## config.mk

```make
export PLATFORM = sky130hd
export DESIGN_NAME = serial_addsub_ctrl
export DESIGN_NICKNAME = d
export VERILOG_FILES = /design/src/rtl/serial_addsub_ctrl.sv
export SDC_FILE = /design/constraint.sdc
export NUM_CORES = 1
export LEC_CHECK = 0
export CAP_MARGIN = 0
export CELL_PAD_IN_SITES_DETAIL_PLACEMENT = 0
export CELL_PAD_IN_SITES_GLOBAL_PLACEMENT = 1
export CORE_MARGIN = 3
export CORE_UTILIZATION = 38
export CTS_BUF_LIST = sky130_fd_sc_hd__clkbuf_4 sky130_fd_sc_hd__clkbuf_8 sky130_fd_sc_hd__clkbuf_16
export DETAILED_ROUTE_END_ITERATION = 8
export PLACE_DENSITY = 0.75
export SYNTH_ARGS = -nofsm -noshare
export SYNTH_HDL_FRONTEND = slang
export SYNTH_SLANG_ARGS = --single-unit
```

## constraint.sdc

```tcl
create_clock -name clk -period 5.7 [get_ports clk]
set_input_delay 0.855 -clock clk [delete_from_list [all_inputs] [get_ports clk]]
set_output_delay 0.855 -clock clk [all_outputs]
set_load 0.01 [all_outputs]
```

## src/rtl/serial_addsub_ctrl.sv

```systemverilog
// rtl/serial_addsub_ctrl.sv - bit-serial add/sub/slt unit, one full-adder cell reused LSB first
module serial_addsub_ctrl #(
  parameter int WIDTH = 32,
  parameter int CNT_W = 6
) (
  input  logic             clk,
  input  logic             rst,
  input  logic             start,
  input  logic [1:0]       op,
  input  logic [WIDTH-1:0] a,
  input  logic [WIDTH-1:0] b,
  output logic             busy,
  output logic             done,
  output logic [WIDTH-1:0] result,
  output logic             cout,
  output logic             overflow,
  output logic             zero
);

  typedef enum logic [1:0] {IDLE, RUN, DONE} state_t;

  localparam logic [CNT_W-1:0] LAST = CNT_W'(WIDTH - 1);

  state_t           state, state_nxt;
  logic [WIDTH-1:0] a_sr, b_sr;
  logic [WIDTH-2:0] acc;
  logic             carry;
  logic [CNT_W-1:0] cnt;
  logic [1:0]       op_q;

  logic             fa_sum, fa_cout, is_sub, ovf_full, lt;
  logic [WIDTH-1:0] sum_full, res_full;

  // The single shared full-adder cell
  assign fa_sum  = a_sr[0] ^ b_sr[0] ^ carry;
  assign fa_cout = (a_sr[0] & b_sr[0]) | (carry & (a_sr[0] ^ b_sr[0]));

  assign is_sub   = (op == 2'b01) || (op == 2'b10);
  assign sum_full = {fa_sum, acc};
  // carry flop holds the carry into the MSB while the last bit is processed
  assign ovf_full = carry ^ fa_cout;
  assign lt       = fa_sum ^ ovf_full;
  assign res_full = (op_q == 2'b10) ? {{(WIDTH-1){1'b0}}, lt} : sum_full;

  always_comb begin
    state_nxt = state;
    busy      = 1'b0;
    done      = 1'b0;
    case (state)
      IDLE: if (start) state_nxt = RUN;
      RUN: begin
        busy = 1'b1;
        if (cnt == LAST) state_nxt = DONE;
      end
      DONE: begin
        busy      = 1'b1;
        done      = 1'b1;
        state_nxt = IDLE;
      end
      default: state_nxt = IDLE;
    endcase
  end

  always_ff @(posedge clk or posedge rst) begin
    if (rst) state <= IDLE;
    else     state <= state_nxt;
  end

  always_ff @(posedge clk or posedge rst) begin
    if (rst) begin
      a_sr     <= '0;
      b_sr     <= '0;
      acc      <= '0;
      carry    <= 1'b0;
      cnt      <= '0;
      op_q     <= 2'b00;
      result   <= '0;
      cout     <= 1'b0;
      overflow <= 1'b0;
      zero     <= 1'b0;
    end else begin
      case (state)
        IDLE: begin
          if (start) begin
            a_sr  <= a;
            b_sr  <= is_sub ? ~b : b;
            carry <= is_sub;
            cnt   <= '0;
            op_q  <= op;
          end
        end
        RUN: begin
          a_sr  <= a_sr >> 1;
          b_sr  <= b_sr >> 1;
          acc   <= sum_full[WIDTH-1:1];
          carry <= fa_cout;
          if (cnt == LAST) begin
            cnt      <= '0;
            result   <= res_full;
            cout     <= fa_cout;
            overflow <= ovf_full;
            zero     <= (res_full == '0);
          end else begin
            cnt <= cnt + 1'b1;
          end
        end
        default: ;
      endcase
    end
  end

endmodule

```

==> results.ini <==
[run_status]
outcome = complete, no violations

[hold_path]
hold_depth = 2
hold_path.startpoint = result[3]
hold_end = result[3]
hp-class = flop to flop

[floorplanning]
initial_core_util_pct = 39.7
ios = 106
fp.dieW_um = 136
dieArea_sq_mm = 0.0186
rows = 46
die_h_um = 136
core_sq_mm = 0.0162

[power]
p_total_mw = 4.25
swShare_pct = 32.6
power_density_mw_per_mm2 = 512
pwr-share-clk_pct = 29.4
p_switching_mw = 1.38
vdd_drop_max_mv = 0.240
power_frac_comb_pct = 32.3
power.leakage_nw = 3.50
internal-power_mw = 2.86
p_seq_share_pct = 38.3

[synthesis]
avgSynthCellArea_sq_um = 10.6
syn_area_sq_mm = 0.00645
syn-instance-count = 607
synth_nets = 682
ys_types = 33
ys_ff_latch = 141
ys_top_cells_by_area = dfrtp_1 (55%), mux2_2 (6.3%), nand2_1 (6.0%)
seq_area_frac_synth_pct = 54.7
synth_top_area_share_pct = 54.7
synth_top_area_cell = dfrtp_1
yosysWarnings = 0

[setup_path]
cp-end-kind = flop
cp_slowest_cell = mux2i_4
reg2reg_depth = 6
regToRegSetupSlack_ns = 2.81
startpoint = start
r2r-start = state[0]
reg2reg_to = cnt[4]
startpoint_type = input port
worstSetupPathType = input port to flop
cp_top_family = buffers and inverters
crit_chain = clkdlybuf4s50_1 -> mux2i_4 -> buf_4 -> nor3_1 -> a21o_1 -> a22o_1
path_max_fanout = 65
worstPathArrival_ns = 3.22
path_buf_inv = 2
crit_required_ns = 6.01
worst_path_largest_cell_delay_ns = 0.73

[timing]
slew_viol_final = 0
rsz0062_at_grt = false
max_freq_mhz = 343
slew_headroom_pct = 36.2
setup_tns_ns = 0
finalCritPeriodShare_pct = 51.1
final.min_clock_period_ns = 2.91
holdWs_ns = 0.476
setup_viol = 0
tightest_slew_ns = 0.958
finalClockSkew_ns = 0.00706
hold_violations = 0

[clock_tree]
hold_buffers = 0
insertion_delay_ns = 0.42
cts_setup_buffers = 0
path_clk_slew_ns = 0.06
root_buffer = clkbuf_16
cts_resized = 0
cts.sinks = 141
htree_levels = 4
cts_tree = yes
cts_made_buffers = 17
clockBufferDepth = 2

[route]
ant_nets = 0
drt_wl_total_um = 12900
wire_per_inst_um = 14.0
drcViolationCount = 0
routed_via_density = 4.87
first_pass_iters = 5
vias = 4493
drt-initial-drc-count = 289

[layout]
register_area_sq_mm = 0.00353
fillers = 1476
final_area_sq_mm = 0.00830
multi_input_area_sq_mm = 0.00270
synthToLayoutAreaGrowth_pct = 28.7
insertedDiodeCount = 0
drive_above_1_share_pct = 11.0
fin_cells = 922
nNetsFinal = 768

[global_route]
grt_pass1_vias = 4441
overflow = 0
grt.total_usage_pct = 14.8
grt_antenna_before_repair = 0
grt_pass1_wl_um = 21700
grt_max_degree = 110

[place]
place_congestion = 0.734
io_buffers = 105
dp_hpwl_um = 8730
dp.cells = 890
dpl_cell_area_sq_mm = 0.00763

[run]
cap_violations = 0

layer usage:
layer | global-route usage [%] | vias to the layer above | routed length, um
met5 | 0 | - | 0
met4 | 5.15 | 0 | 203
met3 | 4.29 | 14 | 582
met2 | 23.1 | 97 | 6070
met1 | 19.8 | 2107 | 6070
li1 | - | 2275 | -
sequential cells by signal, summed over array words and instances (netlist names), 2 cells and up:
name and count:
acc 31, cnt 6, a_sr 32, op_q 2, result 32, b_sr 32
state 2
placed cells by master, fill, tap and decap left out, types with 3 or more instances in the layout:
cell | netlist | final
nor2_1 | 4 | 4
a22o_1 | 3 | 3
dfrtp_1 | 141 | 141
inv_1 | 6 | 5
nor4_1 | 7 | 7
bufinv_16 | 0 | 6
o21ai_1 | 29 | 29
mux2i_1 | 34 | 33
clkinv_2 | 0 | 4
nand2_1 | 103 | 103
ha_1 | 4 | 3
o21ai_0 | 70 | 70
clkbuf_16 | 0 | 17
a21oi_1 | 37 | 37
clkdlybuf4s50_1 | 0 | 105
xnor2_1 | 32 | 32
mux2_2 | 36 | 36
o21a_1 | 31 | 31
buf_4 | 1 | 6
o31ai_1 | 3 | 3
nand3_1 | 4 | 4
kinds of logic after synthesis:
logic type               synth area share (%)
AND/OR/NAND/NOR                          8.29
XOR/XNOR                                 5.05
flip-flops                               54.7
multiplexers                             11.6
AO/OA/AOI/OAI                            15.3
adder cells (fa/ha/maj)                  1.40
buffers and inverters                    3.71
area by class of cell:
| class | instances | share of cell area, % |
|---|---|---|
| Sequential cell | 141 | 42.5 |
| Multi-Input combinational cell | 416 | 32.6 |
| Timing Repair Buffer | 111 | 13.2 |
| Clock buffer | 20 | 5.47 |
| Tap cell | 216 | 3.26 |
| Clock inverter | 12 | 2.61 |
| Inverter | 6 | 0.332 |
worst max-delay path by stage:
| stage | cells after the start | to |
|---|---|---|
| 3_5_place_dp | 6 | cnt[4] |
| 3_3_place_gp | 6 | cnt[4] |
| 6_report | 6 | cnt[4] |
| 4_1_cts | 6 | cnt[4] |
| 2_1_floorplan | 1 | a_sr[0] |
| 5_1_grt | 7 | cnt[3] |
power groups by stage:
stage	Clock [mW]	Combinational [mW]	Sequential, mW
2_1_floorplan	0	1.14	1.56
3_3_place_gp	0	1.35	1.63
3_5_place_dp	0	1.39	1.64
4_1_cts	1.27	1.39	1.63
6_report	1.25	1.37	1.63
5_1_grt	1.32	1.55	1.68
cells in the mapped netlist (all sizes together):
library cell  number
inv                6
mux2              36
dfrtp            141
o21ai             99
nand4              2
nand2b             2
xnor2             32
nor3               2
nand3              4
nor2b              1
o21a              31
nor2               4
o31ai              3
or3                1
nand4b             1
fa                 2
o22ai              1
a22o               3
clkbuf            27
xor2               3
ha                 4
nor4               7
nand2            103
mux2i             34
buf               17
and3               2
a21oi             37
a21o               2
metrics by stage:
stage	setup slack [ns]	util, %
floorplan	1.06	-
global placement	2.37	47.0
detailed placement	2.36	47.0
CTS	2.82	51.1
global route	2.60	51.1
finish	2.79	51.1
worst register-to-register path: stages (launching register included):
cell and delay (ns):
dfrtp_1 0.43, ha_4 0.44, mux2i_4 0.82, buf_4 0.63
nor3_1 0.13, a21o_1 0.17, a22o_1 0.17
No activity file was read; power rests on OpenSTA's default activity.
